<file path="src/rtl/switch_pkg.sv">
// Shared types and constants for the push-button BCD counter path.
// Holds the increment FSM encoding, BCD limits and default timing.
package switch_pkg;

    // Increment FSM states.
    typedef enum logic [1:0] {
        RELEASED  = 2'd0,
        HELD      = 2'd1,
        REPEATING = 2'd2
    } inc_state_e;

    // Two-digit BCD value, tens in the upper nibble.
    typedef struct packed {
        logic [3:0] tens;
        logic [3:0] ones;
    } bcd_t;

    localparam logic [3:0] BCD_MAX_DIGIT = 4'd9;

    // Default timing for a 25 MHz clock.
    localparam int unsigned DEF_DEBOUNCE_LIMIT = 250000;
    localparam int unsigned DEF_HOLD_LIMIT     = 12500000;
    localparam int unsigned DEF_REPEAT_LIMIT   = 2500000;

    // True when the value is the top of the range (99).
    function automatic logic bcd_is_max(input bcd_t v);
        return (v.tens >= BCD_MAX_DIGIT) &&
               (v.ones >= BCD_MAX_DIGIT);
    endfunction

    // Next BCD value, 99 rolls over to 00.
    // Any digit at or above 9 is treated as 9 so the
    // result never leaves 0-9.
    function automatic bcd_t bcd_inc(input bcd_t v);
        bcd_t r;
        r = v;
        if (v.ones < BCD_MAX_DIGIT) begin
            r.ones = v.ones + 4'd1;
        end else begin
            r.ones = 4'd0;
            if (v.tens < BCD_MAX_DIGIT) begin
                r.tens = v.tens + 4'd1;
            end else begin
                r.tens = 4'd0;
            end
        end
        return r;
    endfunction

endpackage

</file>
<file path="src/rtl/switch_debounce.sv">
// Two-flop synchronizer followed by a stable-count debounce filter.
// Ports: i_Clk, i_Rst (sync, active-high), i_Switch raw, o_Switch filtered.
module switch_debounce
    import switch_pkg::*;
#(
    parameter int unsigned DEBOUNCE_LIMIT = DEF_DEBOUNCE_LIMIT
) (
    input  logic i_Clk,
    input  logic i_Rst,
    input  logic i_Switch,
    output logic o_Switch
);

    localparam int unsigned CW = $clog2(DEBOUNCE_LIMIT + 1);
    localparam logic [CW-1:0] CNT_LAST = CW'(DEBOUNCE_LIMIT - 1);

    logic [1:0]    sync_q;
    logic          filt_q;
    logic          filt_d;
    logic [CW-1:0] cnt_q;
    logic [CW-1:0] cnt_d;

    // The counter tracks how long the synchronized input has
    // disagreed with the filtered value; the toggle happens on
    // the cycle the count would reach the limit.
    always_comb begin
        cnt_d  = '0;
        filt_d = filt_q;
        if (sync_q[1] != filt_q) begin
            if (cnt_q == CNT_LAST) begin
                filt_d = ~filt_q;
            end else begin
                cnt_d = cnt_q + CW'(1);
            end
        end
    end

    always_ff @(posedge i_Clk) begin
        if (i_Rst) begin
            sync_q <= 2'b00;
            filt_q <= 1'b0;
            cnt_q  <= '0;
        end else begin
            sync_q <= {sync_q[0], i_Switch};
            filt_q <= filt_d;
            cnt_q  <= cnt_d;
        end
    end

    assign o_Switch = filt_q;

endmodule

</file>
<file path="src/rtl/switch_bcd_counter.sv">
// Debounced increment/clear buttons driving a two-digit BCD count
// with press-and-hold auto-repeat.
// Ports: i_Clk, i_Rst (sync, active-high), i_Switch_Inc/i_Switch_Clr
// raw buttons; o_Tens/o_Ones BCD digits; o_Inc_Pulse, o_Wrap strobes.
module switch_bcd_counter
    import switch_pkg::*;
#(
    parameter int unsigned DEBOUNCE_LIMIT = DEF_DEBOUNCE_LIMIT,
    parameter int unsigned HOLD_LIMIT     = DEF_HOLD_LIMIT,
    parameter int unsigned REPEAT_LIMIT   = DEF_REPEAT_LIMIT
) (
    input  logic       i_Clk,
    input  logic       i_Rst,
    input  logic       i_Switch_Inc,
    input  logic       i_Switch_Clr,
    output logic [3:0] o_Tens,
    output logic [3:0] o_Ones,
    output logic       o_Inc_Pulse,
    output logic       o_Wrap
);

    localparam int unsigned TMAX =
        (HOLD_LIMIT > REPEAT_LIMIT) ? HOLD_LIMIT : REPEAT_LIMIT;
    localparam int unsigned TW = (TMAX > 1) ? $clog2(TMAX) : 1;
    localparam logic [TW-1:0] HOLD_LAST   = TW'(HOLD_LIMIT - 1);
    localparam logic [TW-1:0] REPEAT_LAST = TW'(REPEAT_LIMIT - 1);

    logic inc_f;
    logic clr_f;
    logic inc_prev_q;
    logic clr_prev_q;
    logic inc_rise;
    logic clr_rise;
    logic inc_evt;

    inc_state_e    state_q;
    logic [TW-1:0] timer_q;

    bcd_t count_q;
    bcd_t count_d;
    logic pulse_q;
    logic pulse_d;
    logic wrap_q;
    logic wrap_d;

    switch_debounce #(
        .DEBOUNCE_LIMIT(DEBOUNCE_LIMIT)
    ) u_deb_inc (
        .i_Clk   (i_Clk),
        .i_Rst   (i_Rst),
        .i_Switch(i_Switch_Inc),
        .o_Switch(inc_f)
    );

    switch_debounce #(
        .DEBOUNCE_LIMIT(DEBOUNCE_LIMIT)
    ) u_deb_clr (
        .i_Clk   (i_Clk),
        .i_Rst   (i_Rst),
        .i_Switch(i_Switch_Clr),
        .o_Switch(clr_f)
    );

    assign inc_rise = inc_f & ~inc_prev_q;
    assign clr_rise = clr_f & ~clr_prev_q;

    // Increment request for this cycle, decoded from the FSM
    // state so the count register sees it with one cycle latency.
    always_comb begin
        inc_evt = 1'b0;
        unique case (state_q)
            RELEASED:  inc_evt = inc_rise;
            HELD:      inc_evt = inc_f && (timer_q == HOLD_LAST);
            REPEATING: inc_evt = inc_f && (timer_q == REPEAT_LAST);
            default:   inc_evt = 1'b0;
        endcase
    end

    always_ff @(posedge i_Clk) begin
        if (i_Rst) begin
            inc_prev_q <= 1'b0;
            clr_prev_q <= 1'b0;
        end else begin
            inc_prev_q <= inc_f;
            clr_prev_q <= clr_f;
        end
    end

    // Hold/repeat FSM. A clear restarts the hold phase if the
    // increment button is still down, so the next step comes a
    // full hold time after the clear.
    always_ff @(posedge i_Clk) begin
        if (i_Rst) begin
            state_q <= RELEASED;
            timer_q <= '0;
        end else if (clr_rise) begin
            state_q <= inc_f ? HELD : RELEASED;
            timer_q <= '0;
        end else begin
            unique case (state_q)
                RELEASED: begin
                    timer_q <= '0;
                    if (inc_rise) begin
                        state_q <= HELD;
                    end
                end
                HELD: begin
                    if (!inc_f) begin
                        state_q <= RELEASED;
                        timer_q <= '0;
                    end else if (timer_q == HOLD_LAST) begin
                        state_q <= REPEATING;
                        timer_q <= '0;
                    end else begin
                        timer_q <= timer_q + TW'(1);
                    end
                end
                REPEATING: begin
                    if (!inc_f) begin
                        state_q <= RELEASED;
                        timer_q <= '0;
                    end else if (timer_q == REPEAT_LAST) begin
                        timer_q <= '0;
                    end else begin
                        timer_q <= timer_q + TW'(1);
                    end
                end
                default: begin
                    state_q <= RELEASED;
                    timer_q <= '0;
                end
            endcase
        end
    end

    // Clear outranks a coincident increment and silences both strobes.
    always_comb begin
        count_d = count_q;
        pulse_d = 1'b0;
        wrap_d  = 1'b0;
        if (clr_rise) begin
            count_d = '0;
        end else if (inc_evt) begin
            count_d = bcd_inc(count_q);
            pulse_d = 1'b1;
            wrap_d  = bcd_is_max(count_q);
        end
    end

    always_ff @(posedge i_Clk) begin
        if (i_Rst) begin
            count_q <= '0;
            pulse_q <= 1'b0;
            wrap_q  <= 1'b0;
        end else begin
            count_q <= count_d;
            pulse_q <= pulse_d;
            wrap_q  <= wrap_d;
        end
    end

    assign o_Tens      = count_q.tens;
    assign o_Ones      = count_q.ones;
    assign o_Inc_Pulse = pulse_q;
    assign o_Wrap      = wrap_q;

endmodule

</file>
<file path="config.mk">
export PLATFORM = sky130hd
export DESIGN_NAME = switch_bcd_counter
export DESIGN_NICKNAME = d
export VERILOG_FILES = /design/src/rtl/switch_pkg.sv /design/src/rtl/switch_debounce.sv /design/src/rtl/switch_bcd_counter.sv
export SDC_FILE = /design/constraint.sdc
export NUM_CORES = 1
export LEC_CHECK = 0
export CAP_MARGIN = 0
export CORE_MARGIN = 1
export CORE_UTILIZATION = 60
export CTS_CLUSTER_SIZE = 24
export DETAILED_ROUTE_END_ITERATION = 8
export GPL_TIMING_DRIVEN = 1
export PLACE_DENSITY = 0.86
export SLEW_MARGIN = 0
export SYNTH_ARGS = -nofsm -noshare
export SYNTH_HDL_FRONTEND = slang
export SYNTH_SLANG_ARGS = --single-unit
</file>
<file path="constraint.sdc">
create_clock -name i_Clk -period 2.5 [get_ports i_Clk]
set_input_delay 0.375 -clock i_Clk [delete_from_list [all_inputs] [get_ports i_Clk]]
set_output_delay 0.375 -clock i_Clk [all_outputs]
set_load 0.02 [all_outputs]
</file>
==> out/metrics.yaml, run 1 <==
outcome: "finished, final reports clean"
synth.cell_area_um2: 3700
synth_edf_count: 0
worstMarginPinSlew_ns: 0.574
clockBufferDepth: 2
crit_arrival_ns: 2.57
r2r_end: "timer_q[23]"
port_buffers: 13
cts_resized: 0
grt_pass1_vias: 2716
cts_hold_buffers: 0
die-area_um2: 6490
post_cts_buffers: 0
post_drt_wl_per_cell_um: 13.0
cts_sinks: 80
yosysTopAreaCellShare_pct: 43.2
async_reset_ff_share_pct: 0
vias: 2929
finalHoldViolCount: 0
setup_viol: 0
worstReg2RegStart: "timer_q[5]"
num-fill-cells: 480
relSlewSlack_pct: 61.4
overflow: 0
dp_slack_ns: 0.175
fin_crit_sh_pct: 93.6
path_max_fanout: 24
yosysUniqueCellTypes: 47
synth_seq_cells: 80
rsz0062_at_grt: "false"
hold_end: "u_deb_inc.cnt_q[0]"
drc_errors: 0
final_common_cell: "nor2_1"
cp_top_family: "simple AND/OR/NAND/NOR gates"
antenna_found_initial: 0
htreeDepth: 3
yosysTopAreaCell: "dfxtp_1"
io_pins: 14
ys_top_cells_by_area: "dfxtp_1 43%, nor2_1 8.2%, xnor2_1 7.8%"
synth_ff_type: "dfxtp_1"
ys_warn_count: 0
ir_drop_v: 0.000351
reg2reg_depth: 5
clk_latency_ns: 0.35
grt_pass1_wl_mm: 11.5
layout_common_cells: "81 x nor2_1, 80 x dfxtp_1, 33 x xnor2_1, 30 x nand2_1, 30 x nand3_1"
finalNetCount: 460
cts_tree: "yes"
drive_gt1_share_pct: 5.80
fmax_mhz: 428
hp-start: "u_deb_inc.cnt_q[0]"
tns_ns: 0
die_h_um: 80.6
whs_path_depth: 1
path_clk_slew_ns: 0.08
initial_core_util_pct: 62.2
max_cap_violations: 0
required_ns: 2.73
num_rows: 28
cpPeakStageDelay_ns: 0.56
yosysSeqAreaShare_pct: 43.2
wl_mm: 6.81
syn-instance-count: 428
die_w_um: 80.6
numCtsBuffers: 9
hpwlAfterDp_mm: 4.74
grt_max_degree: 25
critPathKind: "reg2reg"
areaGrowthSynthToFinish_pct: 10.8
drt_first_pass_iters: 4
powerDensity_nw_per_um2: 552
path_buf_inv: 0
antenna_left: 0
reg2reg_slack_ns: 0.16
synth.avg_cell_area_um2: 8.66
cp-end-kind: "flop"
min_path_type: "reg2reg"
skew_ns: 0.00981
globalRouteTotalUtil_pct: 22.7
slew_violations: 0
synth.net_count: 445
core_area_um2: 5960
fin_crit_ns: 2.34
path_cells: "or4b_4 -> or4_4 -> o21ai_1 -> a211o_2 -> nor2_1"
critical-path-slowest-cell: "or4b_4"
insertedDiodeCount: 0
cts_root_buffer: "clkbuf_8"
place.gp.congestion: 0.872
p_leak_nw: 1.32
critical_path.startpoint_type: "flop"
drtIter0Drc: 102
vias_per_cell: 5.60
setup_ws_ns: 0.161
## state kept, by name, summed over array words and instances, names as in the netlist, 2 cells and up
register,cells
u_deb_clr.cnt_q,18
u_deb_inc.cnt_q,18
u_deb_clr.sync_q,2
o_Tens,4
state_q,2
u_deb_inc.sync_q,2
timer_q,24
o_Ones,4
## power breakdown
group / total, W / leakage [nW] / internal [W] / switching [W]
sequential: 0.00128 / 0.645 / 0.00128 / 0.00000243
combinational: 0.0000263 / 0.575 / 0.0000116 / 0.0000147
clock: 0.000963 / 0.100 / 0.000496 / 0.000467
total: 0.00227 / 1.32 / 0.00178 / 0.000484
## synth_stat cells (2+ instances only)
cell type and n:
o2111ai_1 3, or3_1 3, nor2b_1 8, xor2_1 23, and4_1 5, dfxtp_1 80
nor4bb_1 2, nand4_1 10, and3_1 8, nand3_1 30, a21oi_1 8, mux2i_1 6
or4_1 2, buf_4 2, buf_2 2, and2_1 3, nand2b_1 4, nor4b_1 3
clkbuf_1 8, nor2_1 81, ha_1 13, nor4_1 8, inv_1 17, o22ai_1 3
nand2_1 30, xnor2_1 33, nor3_1 13
## how the worst max path moves through the flow
stage | startpoint | slack [ns] | to | depth (start not counted)
6_report | timer_q[5] | 0.16 | timer_q[23] | 5
5_1_grt | timer_q[5] | 0.04 | timer_q[22] | 5
4_1_cts | timer_q[5] | 0.18 | timer_q[23] | 5
3_5_place_dp | timer_q[5] | 0.18 | timer_q[15] | 5
3_3_place_gp | timer_q[5] | 0.28 | timer_q[21] | 5
2_1_floorplan | timer_q[5] | 0.43 | state_q[1] | 4
## metrics by stage
stage / utilization [%] / cells / power, W / hold slack, ns / cell area [um^2]
floorplan: - / 428 / 0.00132 / 0.414 / 3700
finish: 68.9 / 523 / 0.00227 / 0.452 / 4110
detailed placement: 65.5 / 507 / 0.00134 / 0.441 / 3900
global route: 68.9 / 523 / 0.00235 / 0.462 / 4110
global placement: 65.5 / 507 / 0.00133 / 0.429 / 3900
CTS: 68.9 / 523 / 0.00230 / 0.453 / 4110
## worst reg2reg max path: stages (launching register included)
cell	delay [ns]
dfxtp_1	0.35
or4b_4	0.56
or4_4	0.55
o21ai_1	0.21
a211o_2	0.44
nor2_1	0.11
## routing by layer
metal	part of all wire (%)	track usage (%)	vias up	wire length [um]
li1	-	-	1489	-
met1	47	26.7	1378	3170
met2	49	38.9	53	3300
met3	3.5	6.93	9	237
met4	1.3	7.32	0	91
met5	0	0	-	0
## logic make-up after synthesis
kind of cell,synth area share (%)
AND/OR/NAND/NOR,29.9
flip-flops,43.2
XOR/XNOR,13.2
buffers and inverters,3.31
AO/OA/AOI/OAI,4.29
adder cells (fa/ha/maj),4.39
multiplexers,1.62
## final cells by class
| class | count | area, um^2 | area share, % |
|---|---|---|---|
| inverters | 17 | 63.8 | 1.55 |
| repair buffers | 17 | 160 | 3.90 |
| clock inverters | 5 | 63.8 | 1.55 |
| clock buffers | 11 | 141 | 3.44 |
| well taps | 75 | 93.8 | 2.29 |
| flip-flops and latches | 80 | 1600 | 39.0 |
| multi-input cells | 318 | 1980 | 48.2 |
Power figures use the tool's default switching activity.
==> inputs of run 2 (changes only) <==
Settings changed: ABC_CLOCK_PERIOD_IN_PS set to 2500, CTS_BUF_LIST set to sky130_fd_sc_hd__clkbuf_4 sky130_fd_sc_hd__clkbuf_8, SLEW_MARGIN 0 to 20.
==> out/metrics.yaml, run 2 (same netlist as run 1, synthesis figures left out) <==
outcome: "finished, final reports clean"  # unchanged
insertedDiodeCount: 0  # unchanged
finalNetCount: 460  # unchanged
reg_top3: "timer_q (24), u_deb_clr.cnt_q (18), u_deb_inc.cnt_q (18)"  # unchanged
num_rows: 28  # unchanged
placed_area_um2: 3900  # unchanged
initial_core_util_pct: 62.2  # unchanged
die_h_um: 80.6  # unchanged
overflow: 0  # unchanged
globalRouteTotalUtil_pct: 22.7  # about the same
finalHoldViolCount: 0  # unchanged
antenna_found_initial: 0  # unchanged
setup_ws_ns: 0.161  # about the same
grt_max_degree: 25  # unchanged
fin_crit_ns: 2.34  # about the same
p_leak_nw: 1.32  # about the same
fin_crit_sh_pct: 93.6  # about the same
clockBufferDepth: 2  # unchanged
drtIter0Drc: 101  # was 102
regMostFlops: "timer_q"  # unchanged
setup_viol: 0  # unchanged
numCtsBuffers: 9  # unchanged
die-area_um2: 6490  # unchanged
largest_reg_flops: 24  # unchanged
rsz0062_at_grt: "false"  # unchanged
cp-end-kind: "flop"  # unchanged
reg2reg_slack_ns: 0.16  # about the same
path_cells: "or4b_4 -> or4_4 -> o21ai_1 -> a211o_2 -> nor2_1"  # unchanged
fmax_mhz: 428  # about the same
crit_arrival_ns: 2.57  # about the same
io_pins: 14  # unchanged
cts_root_buffer: "clkbuf_8"  # unchanged
areaGrowthSynthToFinish_pct: 10.9  # was 10.8%
relSlewSlack_pct: 61.6  # was 61.4%
worstMarginPinSlew_ns: 0.572  # was 0.574 ns
cts_hold_buffers: 0  # unchanged
ir_drop_v: 0.000351  # about the same
die_w_um: 80.6  # unchanged
slew_violations: 0  # unchanged
min_path_type: "reg2reg"  # unchanged
port_buffers: 13  # unchanged
path_buf_inv: 0  # unchanged
dp_slack_ns: 0.175  # unchanged
clk_latency_ns: 0.36  # was 0.35 ns
critical_path.startpoint_type: "flop"  # unchanged
critPathKind: "reg2reg"  # unchanged
cpPeakStageDelay_ns: 0.56  # about the same
required_ns: 2.73  # about the same
p_total_w: 0.00228  # was 0.00227 W
antenna_left: 0  # unchanged
grt_pass1_wl_mm: 11.5  # about the same
whs_path_depth: 1  # unchanged
drive_gt1_share_pct: 6.03  # was 5.80%
grt_pass1_vias: 2717  # was 2,716
drt_first_pass_iters: 5  # was 4
path_max_fanout: 24  # unchanged
post_drt_wl_per_cell_um: 13.0  # about the same
finalInstanceArea_um2: 4110  # about the same
skew_ns: 0.00982  # was 0.00981 ns
cp_top_family: "simple AND/OR/NAND/NOR gates"  # unchanged
hpwlAfterDp_mm: 4.74  # unchanged
r2r_end: "timer_q[23]"  # unchanged
hold_end: "u_deb_inc.cnt_q[0]"  # unchanged
core_area_um2: 5960  # unchanged
max_cap_violations: 0  # unchanged
vias_per_cell: 5.59  # was 5.60
htreeDepth: 3  # unchanged
path_clk_slew_ns: 0.08  # about the same
cts_sinks: 80  # unchanged
wl_mm: 6.82  # was 6.81 mm
tns_ns: 0  # unchanged
fin_util_pct: 69.0  # was 68.9%
hp-start: "u_deb_inc.cnt_q[0]"  # unchanged
reg2reg_depth: 5  # unchanged
post_cts_buffers: 0  # unchanged
powerDensity_nw_per_um2: 555  # was 552 nW/um^2
layout_common_cells: "81 x nor2_1, 80 x dfxtp_1, 33 x xnor2_1, 30 x nand2_1, 30 x nand3_1"  # unchanged
drc_errors: 0  # unchanged
critical-path-slowest-cell: "or4b_4"  # unchanged
final_common_cell: "nor2_1"  # unchanged
place.gp.congestion: 0.872  # unchanged
cts_resized: 0  # unchanged
vias: 2921  # was 2,929
num-fill-cells: 480  # unchanged
worstReg2RegStart: "timer_q[5]"  # unchanged
cts_tree: "yes"  # unchanged
run 2: cell counts in the layout (fill, tap and decap cells not counted):
No cell type changed its count.
run 2: worst max path at each step:
stage	start	end	slack, ns	depth (start not counted)
2_1_floorplan	timer_q[5]	state_q[1]	0.43	4
3_3_place_gp	timer_q[5]	timer_q[21]	0.28	5
3_5_place_dp	timer_q[5]	timer_q[15]	0.18	5
4_1_cts	timer_q[5]	timer_q[23]	0.18	5
5_1_grt	timer_q[5]	timer_q[22]	0.04	5
6_report	timer_q[5]	timer_q[23]	0.16	5
run 2: metal layers:
metal | GRT usage [%] | wire length (um) | up-vias | share of wire [%]
met1 | 26.8 | 3170 | 1369 | 47
met5 | 0 | 0 | - | 0
met2 | 38.9 | 3300 | 50 | 48
met3 | 6.93 | 234 | 14 | 3.4
met4 | 7.32 | 109 | 0 | 1.6
li1 | - | - | 1488 | -
run 2: final cells by class:
class	instances	area, um^2	share of cell area [%]
Multi-Input combinational cell	318	1980	48.2
Sequential cell	80	1600	39.0
Timing Repair Buffer	17	160	3.90
Clock buffer	11	145	3.53
Tap cell	75	93.8	2.28
Clock inverter	5	63.8	1.55
Inverter	17	63.8	1.55
run 2: worst reg2reg max path: stages, from the launching register on:
cell and delay [ns]:
dfxtp_1 0.35, or4b_4 0.56, or4_4 0.55, o21ai_1 0.21, a211o_2 0.44, nor2_1 0.11
run 2: metrics by stage:
stage                     hold WS [ns]  cells
final                            0.452    523
after CTS                        0.453    523
after global placement           0.429    507
after detailed placement         0.441    507
after floorplan                  0.414    428
after global routing             0.462    523
run 2: report_power, final:
group	total (W)	internal [W]	switching [W]	leakage, nW
clock	0.000976	0.000506	0.000470	0.104
combinational	0.0000262	0.0000116	0.0000147	0.575
sequential	0.00128	0.00128	0.00000242	0.645
